`config.mk`:
```
export PLATFORM = sky130hd
export DESIGN_NAME = cu_group_arbiter
export DESIGN_NICKNAME = d
export VERILOG_FILES = /design/src/rtl/cu_group_arbiter.sv
export SDC_FILE = /design/constraint.sdc
export NUM_CORES = 1
export LEC_CHECK = 0
export ABC_CLOCK_PERIOD_IN_PS = 12300
export CAP_MARGIN = 20
export CORE_AREA = 5 5 205 207
export DETAILED_ROUTE_END_ITERATION = 7
export DIE_AREA = 0 0 210 212
export HOLD_SLACK_MARGIN = 0.1
export PLACE_DENSITY_LB_ADDON = 0.1
export SETUP_SLACK_MARGIN = 0.1
export SLEW_MARGIN = 20
export SYNTH_ARGS = -nofsm -noshare
export SYNTH_HDL_FRONTEND = slang
export SYNTH_SLANG_ARGS = --single-unit
```
`constraint.sdc`:
```
create_clock -name clock -period 12.3 [get_ports clock]
set_clock_uncertainty 0.15 [all_clocks]
set_input_delay 3.075 -clock clock [delete_from_list [all_inputs] [get_ports clock]]
set_output_delay 3.075 -clock clock [all_outputs]
set_load 0.005 [all_outputs]
```
`src/rtl/cu_group_arbiter.sv`:
```
// N-channel CU front end: round-robin command arbitration with routing tags, per-CU credits,
// tag-routed responses and group-done aggregation. Optional grant statistics: CU_GROUP_STATS_EN.
module cu_group_arbiter #(
  parameter int NUM_CU          = 4,
  parameter int CMD_W           = 64,
  parameter int SEQ_W           = 6,
  parameter int MAX_OUTSTANDING = 16,
  localparam int IDX_W          = $clog2(NUM_CU),
  localparam int TAG_W          = SEQ_W + IDX_W
) (
  input  logic                   clock,
  input  logic                   rst_in,
  input  logic                   enabled_in,
  input  logic [NUM_CU-1:0]      cu_cmd_valid_in,
  input  logic [NUM_CU*CMD_W-1:0] cu_cmd_in,
  output logic [NUM_CU-1:0]      cu_cmd_ready_out,
  output logic                   cmd_valid_out,
  output logic [CMD_W-1:0]       cmd_out,
  output logic [TAG_W-1:0]       cmd_tag_out,
  input  logic                   cmd_ready_in,
  input  logic                   rsp_valid_in,
  input  logic [TAG_W-1:0]       rsp_tag_in,
  input  logic [7:0]             rsp_code_in,
  output logic [NUM_CU-1:0]      cu_rsp_valid_out,
  output logic [7:0]             cu_rsp_code_out,
  input  logic [NUM_CU-1:0]      cu_done_in,
  output logic                   group_done_out,
  input  logic                   done_ack_in,
  output logic                   tag_error_out,
  output logic [NUM_CU*8-1:0]    outstanding_out,
  output logic [NUM_CU*32-1:0]   grant_count_out
);

  localparam int CNT_W = $clog2(MAX_OUTSTANDING + 1);
  localparam logic [CNT_W-1:0] MAX_CNT = CNT_W'(MAX_OUTSTANDING);

  typedef enum logic [1:0] {IDLE, RUN, DRAIN, DONE} state_t;

  state_t              state_q;
  logic                group_done_q;
  logic                tag_error_q;
  logic [IDX_W-1:0]    rr_q;
  logic [CNT_W-1:0]    outst_q [NUM_CU];
  logic [SEQ_W-1:0]    seq_q [NUM_CU];
  logic                cmd_valid_q;
  logic [CMD_W-1:0]    cmd_q;
  logic [TAG_W-1:0]    tag_q;
  logic [NUM_CU-1:0]   rsp_valid_q;
  logic [7:0]          rsp_code_q;

  logic                arb_en;
  logic [NUM_CU-1:0]   elig;
  logic [NUM_CU-1:0]   grant_vec;
  logic [NUM_CU-1:0]   rsp_hit;
  logic                grant_found;
  logic [IDX_W-1:0]    grant_idx;
  logic [IDX_W-1:0]    rsp_idx;
  logic                rsp_ok;
  logic                all_idle;
  logic                unused_seq_bits;

  // A grant may only be issued when the output register is free this cycle.
  assign arb_en  = enabled_in & (state_q == RUN || state_q == DRAIN) & (~cmd_valid_q | cmd_ready_in);
  assign rsp_idx = rsp_tag_in[IDX_W-1:0];
  assign rsp_ok  = |rsp_hit;
  assign unused_seq_bits = ^rsp_tag_in[TAG_W-1:IDX_W];

  generate
    for (genvar gi = 0; gi < NUM_CU; gi++) begin : g_chan
      assign elig[gi]    = arb_en & cu_cmd_valid_in[gi] & (outst_q[gi] < MAX_CNT);
      assign rsp_hit[gi] = rsp_valid_in & (rsp_idx == IDX_W'(gi)) & (outst_q[gi] != '0);
      assign outstanding_out[gi*8 +: 8] = 8'(outst_q[gi]);

      always_ff @(posedge clock) begin
        if (rst_in) begin
          outst_q[gi] <= '0;
          seq_q[gi]   <= '0;
        end else begin
          if (grant_vec[gi] && !rsp_hit[gi]) outst_q[gi] <= outst_q[gi] + 1'b1;
          else if (!grant_vec[gi] && rsp_hit[gi]) outst_q[gi] <= outst_q[gi] - 1'b1;
          if (grant_vec[gi]) seq_q[gi] <= seq_q[gi] + 1'b1;
        end
      end
    end
  endgenerate

  always_comb begin
    grant_found = 1'b0;
    grant_idx   = '0;
    grant_vec   = '0;
    for (int k = 0; k < NUM_CU; k++) begin
      if (!grant_found && elig[(int'(rr_q) + k) % NUM_CU]) begin
        grant_found = 1'b1;
        grant_idx   = IDX_W'((int'(rr_q) + k) % NUM_CU);
      end
    end
    if (grant_found) grant_vec[grant_idx] = 1'b1;
  end

  always_comb begin
    all_idle = ~cmd_valid_q;
    for (int k = 0; k < NUM_CU; k++) begin
      if (outst_q[k] != '0) all_idle = 1'b0;
    end
  end

  always_ff @(posedge clock) begin
    if (rst_in) begin
      cmd_valid_q <= 1'b0;
      cmd_q       <= '0;
      tag_q       <= '0;
      rr_q        <= '0;
      rsp_valid_q <= '0;
      rsp_code_q  <= '0;
      tag_error_q <= 1'b0;
    end else begin
      if (grant_found) begin
        cmd_valid_q <= 1'b1;
        cmd_q       <= cu_cmd_in[grant_idx*CMD_W +: CMD_W];
        tag_q       <= {seq_q[grant_idx], grant_idx};
        rr_q        <= (grant_idx == IDX_W'(NUM_CU - 1)) ? '0 : grant_idx + 1'b1;
      end else if (cmd_ready_in) begin
        cmd_valid_q <= 1'b0;
      end
      rsp_valid_q <= rsp_hit;
      if (rsp_ok) rsp_code_q <= rsp_code_in;
      if (rsp_valid_in && !rsp_ok) tag_error_q <= 1'b1;
    end
  end

  // Ack is only looked at in DONE, so an ack coinciding with DONE entry waits a cycle.
  always_ff @(posedge clock) begin
    if (rst_in) begin
      state_q      <= IDLE;
      group_done_q <= 1'b0;
    end else begin
      case (state_q)
        IDLE:  if (enabled_in) state_q <= RUN;
        RUN:   if (&cu_done_in) state_q <= DRAIN;
        DRAIN: if (all_idle) begin
          state_q      <= DONE;
          group_done_q <= 1'b1;
        end
        DONE:  if (done_ack_in) begin
          state_q      <= IDLE;
          group_done_q <= 1'b0;
        end
        default: state_q <= IDLE;
      endcase
    end
  end

`ifdef CU_GROUP_STATS_EN
  logic start_run;
  assign start_run = (state_q == IDLE) & enabled_in;

  generate
    for (genvar gi = 0; gi < NUM_CU; gi++) begin : g_stats
      logic [31:0] cnt_q;
      always_ff @(posedge clock) begin
        if (rst_in || start_run) cnt_q <= '0;
        else if (grant_vec[gi] && cnt_q != 32'hFFFF_FFFF) cnt_q <= cnt_q + 32'd1;
      end
      assign grant_count_out[gi*32 +: 32] = cnt_q;
    end
  endgenerate
`else
  assign grant_count_out = '0;
`endif

  assign cu_cmd_ready_out = grant_vec;
  assign cmd_valid_out    = cmd_valid_q;
  assign cmd_out          = cmd_q;
  assign cmd_tag_out      = tag_q;
  assign cu_rsp_valid_out = rsp_valid_q;
  assign cu_rsp_code_out  = rsp_code_q;
  assign group_done_out   = group_done_q;
  assign tag_error_out    = tag_error_q;

endmodule

```
==> summary.md <==
| Metric | Value |
|---|---|
| Initial Util | `21.79%` |
| RSZ-0062 raised after global routing | `no` |
| FF+latch area | `roughly 3100 um2` |
| Synth cell types | `57` |
| CP max stage delay | `between 0.7 and 0.8 ns` |
| Routed Antenna Nets | `0` |
| Final hold violation count | `0` |
| Post-synth EDFFs | `44` |
| Multi-input logic area | `4747 um2` |
| Largest net degree at the start of global routing | `65` |
| Worst min-delay path class | `flop to flop` |
| Layout net count | `1588` |
| Mapped Cells | `915` |
| Worst-margin pin slew | `around 0.97 ns` |
| Tmin final | `9.657 ns` |
| Full die area | `44520 um2` |
| Hold slack | `between 0.3 and 0.4 ns` |
| Worst IR drop on VDD | `92.08 uV` |
| Critical Path Source | `cmd_ready_in` |
| Max Cap Violations | `0` |
| I/O Buffers | `390` |
| Tot GR Track Use | `14.72%` |
| Root buffer selected by CTS | `clkbuf_16` |
| Slowest cell on crit path | `buf_4` |
| Most common cell after layout, fill and taps aside | `clkdlybuf4s50_1` |
| Slew margin rel. | `35.01%` |
| Max-slew violation count | `0` |
| Status | `complete, no violations` |
| Core region area | `40180 um2` |
| Crit-path cells | `clkdlybuf4s50_1 > nand2b_1 > nand3_1 > a211o_1 > inv_2 > buf_4 > ha_1 > and2_1 > clkdlybuf4s50_1` |
| DP Area | `12630 um2` |
| Rows | `74` |
| Crit-path max FO | `63` |
| Worst skew pair latency | `around 0.44 ns` |
| # IOs | `537` |
| Pre-CTS WS | `between 2 and 3 ns` |
| Initial antenna violation count | `1` |
| Most frequent cells in the layout | `389 x clkdlybuf4s50_1, 140 x conb_1, 91 x dfxtp_1, 88 x nand2_1, 59 x mux2i_1` |
| CP dominant cell by count | `clkdlybuf4s50_1` |
| Fin crit share | `~79%` |
| Initial DRC Count | `290` |
| Cts repair resizes | `0` |
| Setup TNS | `0 ns` |
| Overall die height | `212 um` |
| Design Area, Final | `13190 um2` |
| Worst path arrival time | `6.43 ns` |
| Max clock buf depth | `2` |
| Asr flop ratio synth | `0%` |
| First-pass GRT wire length | `50140 um` |
| GR Overflow Total | `0` |
| Worst Path Required | `9.07 ns` |
| Crit end category | `primary output` |
| H-tree level count | `4` |
| Via Count | `7850` |
| Power Dens Cells | `142.6 nW/um2` |
| Crit Path Class | `input port to primary output` |
| Cell depth of the worst flop-to-flop path | `16` |
| Setup crit end | `cu_cmd_ready_out[2]` |
| Main synth FF type | `dfxtp_1` |
| Chip Width | `between 200 and 250 um` |
| Syn_area_per_cell | `roughly 9.6 um2` |
| TritonCTS clock tree | `done` |
| Hold_sp | `cmd_out[13]` |
| Final number of setup-violating endpoints | `0` |
| Total wire length | `34830 um` |
| Vias per Instance | `4.301` |
| Synthesized area | `slightly below 9000 um2` |
| Avg WL per Cell | `19.09 um` |
| Global placement routability congestion | `0.7940` |
| Crit Reg-Reg Startpoint | `state_q[1]` |
| #FFs+latches synth | `135` |
| Fill cells | `4228` |
| P_leak | `0.005296 uW` |
| Layout cells sized above 1 | `6.734%` |
| Hold buffer count at CTS | `0` |
| Clock slew at reported path FFs | `about 0.060 ns` |
| HPWL after DPL | `26580 um` |
| TritonCTS buffer count | `17` |
| Worst reg2reg path endpoint | `outst_q[2][4]` |
| Number of global-route vias before repair | `8034` |
| DRC | `0` |
| CP Launch Type | `input port` |
| Post-CTS setup buffer count | `0` |
| Max frequency | `103.6 MHz` |
| Setup ws final | `2.643 ns` |
| Synthesis Warnings | `0` |
| P&R area growth vs syn | `50.61%` |
| Sequential-to-total area share from yosys stat | `a little over a third` |
| DR pass1 iterations | `5` |
| CTS Sinks | `135` |
| Reg-to-reg slack, setup | `between 7 and 8 ns` |
==> through the flow <==
| step | utilization, % | total power (uW) | std cells |
|---|---|---|---|
| CTS | 32.82 | 1922 | 1824 |
| finish | 32.82 | 1881 | 1825 |
| floorplan | - | 1022 | 1054 |
| global route | 32.82 | 2006 | 1825 |
| detailed placement | 31.43 | 1407 | 1792 |
| global placement | 31.43 | 1407 | 1792 |
==> report_power, final <==
part,leakage [uW],switching (uW),internal (uW)
logic,0.00384,372,380
clock network,0.000251,220,279
registers,0.00120,69.6,560
total,0.00530,662,1220
==> final cells by class <==
type / instances / share of cell area, %
multi-input cells: 698 / 35.99
repair buffers: 399 / 30.09
flip-flops and latches: 135 / 23.83
well taps: 532 / 5.047
clock buffers: 18 / 3.254
clock inverters: 14 / 0.9676
inverters: 28 / 0.7969
diodes: 1 / 0.01897
==> kinds of logic (layout without fill, tap and decap cells) <==
family / count (synthesis) / after routing / share of synthesized area [%]
simple gates: 223 / 223 / 12.04
buf+inv: 221 / 459 / 16.20
compound gates: 201 / 201 / 16.26
flops: 135 / 135 / 35.89
xor+xnor: 25 / 25 / 2.500
mux: 86 / 86 / 13.69
other cells: 1 / 141 / 0.04282
fa+ha+maj: 23 / 23 / 3.372
==> synth_stat cells (3+ instances only) <==
cell / number / area, um2
o21a_1: 3 / 22.52
o211ai_1: 12 / 90.09
o21ai_1: 5 / 25.02
and3_1: 7 / 43.79
buf_2: 21 / 105.1
o22ai_1: 44 / 275.3
nand2b_1: 9 / 56.30
nand2_1: 88 / 330.3
clkbuf_1: 22 / 82.58
o21bai_1: 36 / 270.3
xor2_1: 13 / 113.9
or2_2: 5 / 31.28
o221ai_1: 15 / 131.4
edfxtp_1: 44 / 1321
buf_4: 146 / 1096
a221oi_1: 36 / 315.3
nand3_1: 21 / 105.1
inv_1: 27 / 101.4
nor3_1: 6 / 30.03
xnor2_1: 12 / 105.1
dfxtp_1: 91 / 1822
a21o_1: 3 / 22.52
mux4_2: 27 / 608.1
mux2i_1: 59 / 590.6
nor2_1: 60 / 225.2
or3_1: 6 / 37.54
ha_1: 22 / 275.3
a21oi_1: 38 / 190.2
==> worst max-delay path: cells and delay by family <==
| kind | cells | cell delay [ns] |
|---|---|---|
| adder cells (fa/ha/maj) | 1 | 0.37 |
| buffers and inverters | 4 | 1.86 |
| AND/OR/NAND/NOR | 3 | 0.67 |
| AO/OA/AOI/OAI | 1 | 0.43 |
==> per-layer routing <==
| layer | global-route usage (%) | share of wire (%) | routed length (um) |
|---|---|---|---|
| met1 | 18.35 | 42 | 14580 |
| met2 | 24.32 | 48 | 16870 |
| met3 | 5.076 | 7.8 | 2700 |
| met4 | 4.185 | 2.0 | 682 |
| met5 | 0 | 0 | 0 |
==> state kept, by name, summed over array words and instances, names as in the netlist <==
| name | flops |
|---|---|
| cmd_out | 64 |
| outst_q | 20 |
| group_done_out | 1 |
| seq_q | 24 |
| cu_rsp_code_out | 8 |
| cu_rsp_valid_out | 4 |
| state_q | 2 |
| rr_q | 2 |
| tag_error_out | 1 |
| cmd_valid_out | 1 |
| cmd_tag_out | 8 |
==> worst min path at each step <==
stage | end | slack [ns] | cells after the start
after floorplan | cmd_out[0] | 0.30 | 2
after global placement | cmd_out[63] | 0.29 | 2
after detailed placement | cmd_out[50] | 0.30 | 2
after CTS | cmd_out[13] | 0.30 | 2
after global routing | cmd_out[13] | 0.32 | 2
final | cmd_out[13] | 0.30 | 2
(Power assumes the default switching activity.)
